`src/rtl/serial_parity_rx.sv`:
```
`default_nettype none
// ============================================================================
// Module   : serial_parity_rx
// Purpose  : Bit-serial frame receiver (start, DATA_W data bits LSB first,
//            parity, stop) with parity and framing error flags.
// Options  : SERIAL_PARITY_RX_ODD_EN -> odd parity (default even parity)
// Revision : 1.0 - initial release
// ============================================================================
module serial_parity_rx #(
  parameter int DATA_W = 8
) (
  input  logic              clk,
  input  logic              rst_n,
  input  logic              bit_in,
  input  logic              bit_en,
  output logic [DATA_W-1:0] data_out,
  output logic              data_valid,
  output logic              parity_err,
  output logic              frame_err,
  output logic              busy
);

  localparam int CNT_W = (DATA_W < 2) ? 1 : $clog2(DATA_W);
  localparam logic [CNT_W-1:0] CNT_LAST = CNT_W'(DATA_W - 1);

`ifdef SERIAL_PARITY_RX_ODD_EN
  // Seeding the accumulator with 1 flips the sense of the check to odd parity.
  localparam logic ACC_INIT = 1'b1;
`else
  localparam logic ACC_INIT = 1'b0;
`endif

  typedef enum logic [1:0] {
    IDLE   = 2'd0,
    DATA   = 2'd1,
    PARITY = 2'd2,
    STOP   = 2'd3
  } state_t;

  state_t              state_q, state_d;
  logic [DATA_W-1:0]   shift_q, shift_d;
  logic [CNT_W-1:0]    cnt_q, cnt_d;
  logic                acc_q, acc_d;
  logic                perr_q, perr_d;
  logic [DATA_W-1:0]   data_q, data_d;
  logic                valid_q, valid_d;
  logic                perr_out_q, perr_out_d;
  logic                ferr_q, ferr_d;

  // Next-state and datapath update; everything holds unless a bit strobe arrives.
  always_comb begin
    state_d    = state_q;
    shift_d    = shift_q;
    cnt_d      = cnt_q;
    acc_d      = acc_q;
    perr_d     = perr_q;
    data_d     = data_q;
    perr_out_d = perr_out_q;
    ferr_d     = ferr_q;
    valid_d    = 1'b0;
    if (bit_en) begin
      case (state_q)
        IDLE: begin
          if (!bit_in) begin
            state_d = DATA;
            cnt_d   = '0;
            acc_d   = ACC_INIT;
          end
        end
        DATA: begin
          // Right shift: after DATA_W strobes the first bit sits at position 0.
          shift_d = {bit_in, shift_q[DATA_W-1:1]};
          acc_d   = acc_q ^ bit_in;
          cnt_d   = cnt_q + CNT_W'(1);
          if (cnt_q == CNT_LAST) begin
            state_d = PARITY;
          end
        end
        PARITY: begin
          perr_d  = acc_q ^ bit_in;
          state_d = STOP;
        end
        STOP: begin
          state_d    = IDLE;
          data_d     = shift_q;
          perr_out_d = perr_q;
          ferr_d     = ~bit_in;
          valid_d    = 1'b1;
        end
        default: state_d = IDLE;
      endcase
    end
  end

  // State register with synchronous active-low reset.
  always_ff @(posedge clk) begin
    if (!rst_n) begin
      state_q    <= IDLE;
      shift_q    <= '0;
      cnt_q      <= '0;
      acc_q      <= 1'b0;
      perr_q     <= 1'b0;
      data_q     <= '0;
      valid_q    <= 1'b0;
      perr_out_q <= 1'b0;
      ferr_q     <= 1'b0;
    end else begin
      state_q    <= state_d;
      shift_q    <= shift_d;
      cnt_q      <= cnt_d;
      acc_q      <= acc_d;
      perr_q     <= perr_d;
      data_q     <= data_d;
      valid_q    <= valid_d;
      perr_out_q <= perr_out_d;
      ferr_q     <= ferr_d;
    end
  end

  assign data_out   = data_q;
  assign data_valid = valid_q;
  assign parity_err = perr_out_q;
  assign frame_err  = ferr_q;
  assign busy       = (state_q != IDLE);

endmodule
`default_nettype wire

```
`config.mk`:
```
export PLATFORM = sky130hd
export DESIGN_NAME = serial_parity_rx
export DESIGN_NICKNAME = d
export VERILOG_FILES = /design/src/rtl/serial_parity_rx.sv
export SDC_FILE = /design/constraint.sdc
export NUM_CORES = 1
export LEC_CHECK = 0
export ABC_AREA = 1
export BUFFER_PORTS_ARGS = -buffer_cell sky130_fd_sc_hd__buf_2
export CORE_MARGIN = 1.5
export CORE_UTILIZATION = 34
export CTS_CLUSTER_DIAMETER = 50
export DETAILED_ROUTE_END_ITERATION = 16
export GPL_TIMING_DRIVEN = 0
export PLACE_DENSITY = 0.57
export SLEW_MARGIN = 20
export SYNTH_ARGS = -nofsm -noshare
export SYNTH_HDL_FRONTEND = slang
export SYNTH_SLANG_ARGS = --single-unit
export TNS_END_PERCENT = 5
```
`constraint.sdc`:
```
create_clock -name clk -period 1.2 [get_ports clk]
set_input_delay 0.18 -clock clk [delete_from_list [all_inputs] [get_ports clk]]
set_output_delay 0.18 -clock clk [all_outputs]
set_load 0.005 [all_outputs]
```
# Word-level counts from Yosys, hierarchy flattened
# Index checks and enable logic that the tools add are counted.
dict set report totals {
  regBits 26
  elab_cells 35
}
dict set report op_classes {
  add_sub_neg 1
  eq_ne 6
  n_mux 8
  n_bitwise 2
  n_reduce_logical 9
}
# op count
set op_table {}
lappend op_table {{2-bit case mux with 4 select lines} 1}
lappend op_table {{2-bit AND reduction} 4}
lappend op_table {{3-bit case mux with 2 select lines} 1}
lappend op_table {{3-bit AND reduction} 2}
lappend op_table {{2-bit == test, second input constant} 2}
lappend op_table {{2-bit two-way mux} 2}
lappend op_table {{2-bit != test, second input constant} 2}
lappend op_table {{2-bit nonzero test} 2}
lappend op_table {{3-bit by 1-bit adder with 3-bit output, second input constant} 1}
lappend op_table {{3-bit == test, second input constant} 1}
lappend op_table {{3-bit two-way mux} 1}
lappend op_table {{2-bit by 1-bit == test with 1-bit output, second input constant} 1}
lappend op_table {{2-bit logical NOT} 1}
lappend op_table {{1-bit two-way mux} 2}
lappend op_table {{1-bit case mux with 2 select lines} 1}
lappend op_table {{1-bit NOT} 1}
lappend op_table {{1-bit bitwise XOR} 1}

# Depth between registers and ports, before layout
# Gate-level depths: netlist (run 1).
dict set report depth {
  ltp_word 3
  ltp_mapped 8
}

# Worst setup path before layout (run 1)
# Ideal clock, no wire load.
dict set report synth_timing {
  kind {register -> register}
  start {reg state_q[0]}
  end {reg state_q[0]}
  t_arrival_ns 1.075
  slack_ns 0.009
  path_stages_with_launch 6
  n_path_buf 0
  synth_period_minus_slack_ns 1.191
  cell_sequence {dfxtp_1 -> inv_1 -> ha_1 -> or2_2 -> o21ai_0 -> nor2_1}
}
dict set report synth_between {
  elab_chain_cells 3
  word_cells_on_any_way 8
}
# item line
set synth_rtl {}
lappend synth_rtl {{from (decl)} 40} ;# state_t state_q, state_d;
lappend synth_rtl {{from (signal assigned)} 108} ;# state_q <= state_d;
lappend synth_rtl {{2-bit by 1-bit == test with 1-bit output or 2-bit logical NOT (tied branches)} 62} ;# case (state_q)
lappend synth_rtl {{2-bit != test (no source line)} -}
lappend synth_rtl {{3-bit AND reduction (no source line)} -}
# Several ways; a longest one is shown, not always the timed one.
# A chain may end at the register's enable or synchronous reset.

# Worst setup path in the final report (run 1)
dict set report layout_timing {
  start {reg state_q[1]}
  end {reg state_q[0]}
}
# The elaborated chain is that of the path after synthesis.

==> metrics.txt, run 1 <==
Worst slew margin around 73%; Area Overhead vs Synth 21.81%; placed instance area 1152 µm²; core footprint roughly 2800 µm²; Vias 880; final hold vios 0; Tot GR Track Use a little over an eighth; WP data required 1.41 ns; Ports 16; final WL approximately 1.9 mm; Final #Nets ~170; Cells after Synth 137; TritonCTS clock tree done; first-pass GRT wire length 3.532 mm; cell taking the most area after synthesis dfxtp_1; DRC 4; Cell Area, Synth 1038 µm²; Slowest Stage Delay on Critical Path around 0.35 ns; Hold Buf Count CTS 0; Startpoint Class flop; fin crit period 1.207 ns; Rows 19; worst-path cell chain buf_4 -> ha_1 -> or2_2 -> o21ai_1 -> nor2_1; Fin Clk Skew 0.001707 ns; Clock Latency Late Sink 0.30 ns; VDD IR max 0.4911 mV; initial antenna violation count 0; PD cells 1250 nW/µm²; clk buf depth 2; distinct cell type count after synthesis 16; Hold Slack ~0.09 ns; die width 58.27 µm; hpwl dp 1.390 mm; root buffer cell clkbuf_4; status finished with violations; slowest cell on the critical path dfxtp_2; CTS clock-pin slew for the worst setup and hold paths 0.13 ns; R2R Setup Slk -0.007 ns; maximum fanout along the worst path 3; worst slew pin tran 0.4054 ns; gr ovfl total 0; IO Port Bufs 15; Max Fclk 828.5 MHz; final period utilization 100.6%; clk sinks 26; Pre-antenna DRT Iters 11; Yosys warning total 0; Routed Antenna Nets 0; H-tree levels 1; commonest non-fill, non-tap cells in the layout nor2_1, dfxtp_1, o21ai_1; Num CTS Buffers 3; Max Transition Viols Final 0; vias in the first global route 829; worst min path class primary input to flop; Area contributors post-synth dfxtp_1, nor2_1, ha_1; Lkg Pwr 0.5726 nW; fillers between 300 and 400; layout cells sized above 1 28.30%; # setup viols final 2; final RePlAce weighted congestion just under 0.7; total power 1.582 mW; post-synth top area share between 50% and 60%; RSZ-0062 raised after global routing yes; critical path class flop to flop; CP Data Arrival Time 1.42 ns; setup ws final -0.006996 ns; vias per cell 4.632; Crit. End Element flop; Synthesized Nets ~150; max_cap viols 0; Syn Area/Cell around 7.6 µm²; failing checks design-rule violations, negative setup slack; FF+latch count, synth 26; chip height about 60 µm; WL/cell 10.19 µm; post-synthesis sequential area ratio 50.12%; Starting Density 36.71%; Antenna diodes 0; DR iter-0 viols 23; largest net degree at the start of global routing 14; commonest non-fill, non-tap cell in the layout nor2_1; Final Cell Area roughly 1300 µm²; Die ar. between 3000 and 4000 µm²
==> final cells by class <==
type                            count  area (µm²)  share of cell area [%]
Multi-Input combinational cell     94       495.5                   39.17
Timing Repair Buffer               19       105.1                   8.309
Clock buffer                        3       22.52                   1.780
Tap cell                           31       38.79                   3.066
Inverter                           13       48.80                   3.858
Buffer                              4       30.03                   2.374
Sequential cell                    26       524.3                   41.44
==> worst max-delay path: cells and delay by family (launching register included) <==
kind,cells,cell delay [ns]
flip-flops,1,0.35
adder cells (fa/ha/maj),1,0.18
AO/OA/AOI/OAI,1,0.11
buffers and inverters,1,0.14
AND/OR/NAND/NOR,2,0.33
==> what timing repair did <==
| item | in CTS | in global routing |
|---|---|---|
| pin swaps | 3 | 1 |
| setup endpoints to repair | 8 | 25 |
| resized for setup | 15 | 13 |
| setup buffers | 4 | 0 |
==> through the flow <==
| stage | util [%] | TNS [ns] | instances | worst slack, ns |
|---|---|---|---|---|
| after CTS | 43.61 | -0.02986 | 190 | -0.01480 |
| after global routing | 44.71 | -1.465 | 190 | -0.08557 |
| after global placement | 40.73 | -0.2514 | 183 | -0.05039 |
| after floorplan | - | 0 | 137 | 0.009499 |
| after detailed placement | 40.73 | -0.4971 | 183 | -0.1102 |
| final | 44.71 | -0.009090 | 190 | -0.006996 |
==> final timing paths <==
path	startpoint	to	cells past startpoint
setup reg to reg	state_q[1]$_SDFFE_PN0P_	state_q[0]$_SDFFE_PN0P_	5
hold / removal	bit_in	frame_err$_SDFFE_PN0P_	2
hold reg to reg	parity_err$_SDFFE_PN0P_	parity_err$_SDFFE_PN0P_	2
setup / recovery	state_q[1]$_SDFFE_PN0P_	state_q[0]$_SDFFE_PN0P_	5
==> where the power goes <==
group | switching, mW | internal, mW
Combinational | 0.163 | 0.127
Clock | 0.231 | 0.117
Sequential | 0.0301 | 0.913
Total | 0.425 | 1.16
==> registers in the layout (all words and copies together), names as in the netlist <==
signal / cells
data_out: 8
shift_q: 8
cnt_q: 3
state_q: 2
acc_q: 1
data_valid: 1
frame_err: 1
parity_err: 1
perr_q: 1
==> metal layers <==
metal	GRT usage, %	routed length [µm]
met1	17.60	971
met2	21.99	881
met3	3.125	65
met4	4.983	18
met5	0	0
==> cell usage after synthesis <==
cell      instances
nor2_1           41
nor2_2            1
buf_2             1
or2_2             1
inv_2             2
o21ai_0          13
nand3_1           2
clkbuf_1          2
inv_1            11
dfxtp_1          26
ha_1              6
a21oi_1           5
nand2_1          15
buf_4             1
nand2_2           1
o21ai_1           9
==> kinds of logic (layout without fill, tap and decap cells) <==
group / Yosys count / in the layout / synth area share, %
flops: 26 / 26 / 50.12
compound gates: 27 / 27 / 13.01
fa+ha+maj: 6 / 6 / 7.229
simple gates: 61 / 61 / 23.01
buf+inv: 17 / 39 / 6.627
Power figures use the tool's default switching activity.
==> run 2, diff against run 1 <==
--- a/config.mk
+++ b/config.mk
@@ -5,7 +5,6 @@
 export SDC_FILE = /design/constraint.sdc
 export NUM_CORES = 1
 export LEC_CHECK = 0
-export ABC_AREA = 1
 export BUFFER_PORTS_ARGS = -buffer_cell sky130_fd_sc_hd__buf_2
 export CORE_MARGIN = 1.5
 export CORE_UTILIZATION = 34
==> run 2 against run 1 <==
Net effect:
- sequential share of layout area is 5.2 points lower
- cell count is 5.3% higher
- flip-flop and latch count did not move
- non-clock buffer count rose by 6
- the run ends with negative setup slack left
- clock power rose by 74%
- largest cell class is now multi-input gates
- fmax is 5.9% lower
- sequential power down 5.1%
- highest routed layer unchanged
- wire length grew 18%
- via count rose by 4.3%
- worst setup slack worse by 0.075 ns
==> metrics.txt, run 2 <==
Post-synth EDFFs 0; total power ~1.9 mW; Area contributors post-synth dfxtp_1, nand2_1, a21oi_1; worst min path class primary input to flop; max_cap viols 0; Fin Clk Skew 0.004589 ns; Synth async-reset ratio 0%; Post-Synth Adder-Cell Area 6.742%; Syn Area/Cell 8.501 µm²; distinct cell type count after synthesis 26; clk buf depth 2; final WL 2.294 mm; initial antenna violation count 0; Lkg Pwr 0.5662 nW; hold_sp bit_in; final RePlAce weighted congestion around 0.7; most instantiated library cell after synthesis nand2_1; first-pass GRT wire length between 3 and 4 mm; Synth Area in Compound Gates 17.53%; final std cells w/o fill 200; Pre-antenna DRT Iters 4; setup TNS -0.3587 ns; fin crit period 1.282 ns; VDD IR max 0.7930 mV; clk sinks 26; Antenna diodes 0; commonest non-fill, non-tap cell in the layout nand2_1; largest net degree at the start of global routing 16; Vias 918; xor and xnor area share after synthesis 0.7865%; Die ar. between 3000 and 4000 µm²; # setup viols final 10; Net Sw Frac between 20% and 30%; logic gate share of total power 19.9%; Rows 20; CP Data Arrival Time 1.54 ns; Cells after Synth 131; Clock Latency Late Sink 0.32 ns; DR iter-0 viols 12; Yosys warning total 0; commonest cells in the netlist nand2_1, dfxtp_1, a21oi_1; Tot GR Track Use 14.12%; worst setup path start state_q[0]$_SDFFE_PN0P_; Final #Nets between 150 and 200; Area Overhead vs Synth 30.56%; post-synthesis sequential area ratio 46.74%; hpwl dp 1.523 mm; DRC 0; WP data required about 1.5 ns; FF+latch count, synth 26; Routed Antenna Nets 0; post-synth top area share 46.74%; final period utilization 106.9%; CTS clock-pin slew for the worst setup and hold paths 0.14 ns; RSZ-0062 raised after global routing yes; worst slew pin tran 0.5020 ns; post-synthesis mux area share 2.697%; chip height about 60 µm; Max Fclk 779.7 MHz; Synthesized Nets about 140; core footprint 3078 µm²; Ports 16; failing checks negative setup slack; IO Port Bufs 14; Final Core Density 47.24%; WL/cell 11.47 µm; Startpoint Class flop; final hold vios 0; top_reg_cell synth dfxtp_1; status finished with violations; root buffer cell clkbuf_4; TritonCTS clock tree done; critical path class flop to flop; vias per cell about 4.6; gr ovfl total 0; largest family of logic cells by synthesized area simple AND/OR/NAND/NOR gates; vias in the first global route 857; Crit. End Element flop; Num CTS Buffers 3; setup ws final -0.08249 ns; maximum fanout along the worst path 4; simple-gate share of the synthesized area 19.21%; Starting Density about 36%; die width roughly 60 µm; placed insts ~190; Sequential Power Share approximately 48%; P_sw approximately 0.47 mW; cell taking the most area after synthesis dfxtp_1; Max Transition Viols Final 0; reg2reg start state_q[0]$_SDFFE_PN0P_; H-tree levels 1; layout cells sized above 1 34.62%; clock power share 32.3%; Worst slew margin 66.53%; P_int roughly 1.4 mW; Cell Area, Synth 1114 µm²; PD cells 1289 nW/µm²; commonest non-fill, non-tap cells in the layout nand2_1, dfxtp_1, a21oi_1
## run 2: critical path, stage by stage (launching register included)
cell     delay [ns]
dfxtp_4        0.38
buf_4          0.13
ha_4           0.17
inv_1          0.10
o21ai_2        0.21
mux2i_1        0.22
## run 2: logic make-up after synthesis
logic type / after synthesis
and+or+nand+nor: 52
AOI/OAI and AO/OA: 29
DFF: 26
buffers and inverters: 14
adders and majority gates: 6
muxes: 3
xor gates and xnor gates: 1
## run 2: final timing paths
| check | slack [ns] | end | cells after the start |
|---|---|---|---|
| setup reg to reg | -0.08 | state_q[1]$_SDFFE_PN0P_ | 5 |
| setup / recovery | -0.08 | state_q[1]$_SDFFE_PN0P_ | 5 |
| hold reg to reg | 0.46 | data_out[6]$_SDFFE_PN0P_ | 2 |
| hold / removal | 0.14 | shift_q[7]$_SDFFE_PN0P_ | 3 |
## run 2: power groups by stage
stage | Sequential, mW | Combinational (mW) | Clock [mW]
floorplan | 0.913 | 0.186 | 0
global placement | 0.915 | 0.234 | 0
detailed placement | 0.916 | 0.238 | 0
CTS | 0.893 | 0.340 | 0.630
global route | 0.899 | 0.400 | 0.679
finish | 0.895 | 0.373 | 0.605
## run 2: area by class of cell
type	count	area, µm²
Tap cell	44	55.05
Sequential cell	26	526.8
Clock inverter	1	30.03
Inverter	6	30.03
Buffer	7	52.55
Fill cell	310	1624
Timing Repair Buffer	22	140.1
Clock buffer	3	22.52
Multi-Input combinational cell	91	596.8
## run 2: metrics by stage
stage	instance area, µm²	hold WS (ns)	worst slack (ns)
final	1454	0.1368	-0.08249
after floorplan	1140	0.3275	0.01351
after global routing	1454	0.1154	-0.1491
after detailed placement	1265	0.4441	-0.08418
after global placement	1265	0.4384	-0.05417
after CTS	1409	0.1221	-0.06338
## run 2: routing by layer
metal | vias up | wire length (µm) | track usage, %
li1 | 485 | - | -
met1 | 417 | 1014 | 15.11
met2 | 14 | 1188 | 26.71
met3 | 2 | 78 | 4.545
met4 | 0 | 13 | 2.857
met5 | - | 0 | 0
## run 2: repair_timing
item / 4_1_cts / 5_1_grt
hold endpoints to repair: 0 / 0
setup endpoints to repair: 7 / 24
gates cloned: 0 / 0
pin swaps: 4 / 9
resized for setup: 16 / 9
hold buffers: 0 / 0
buffers inserted: 6 / 2
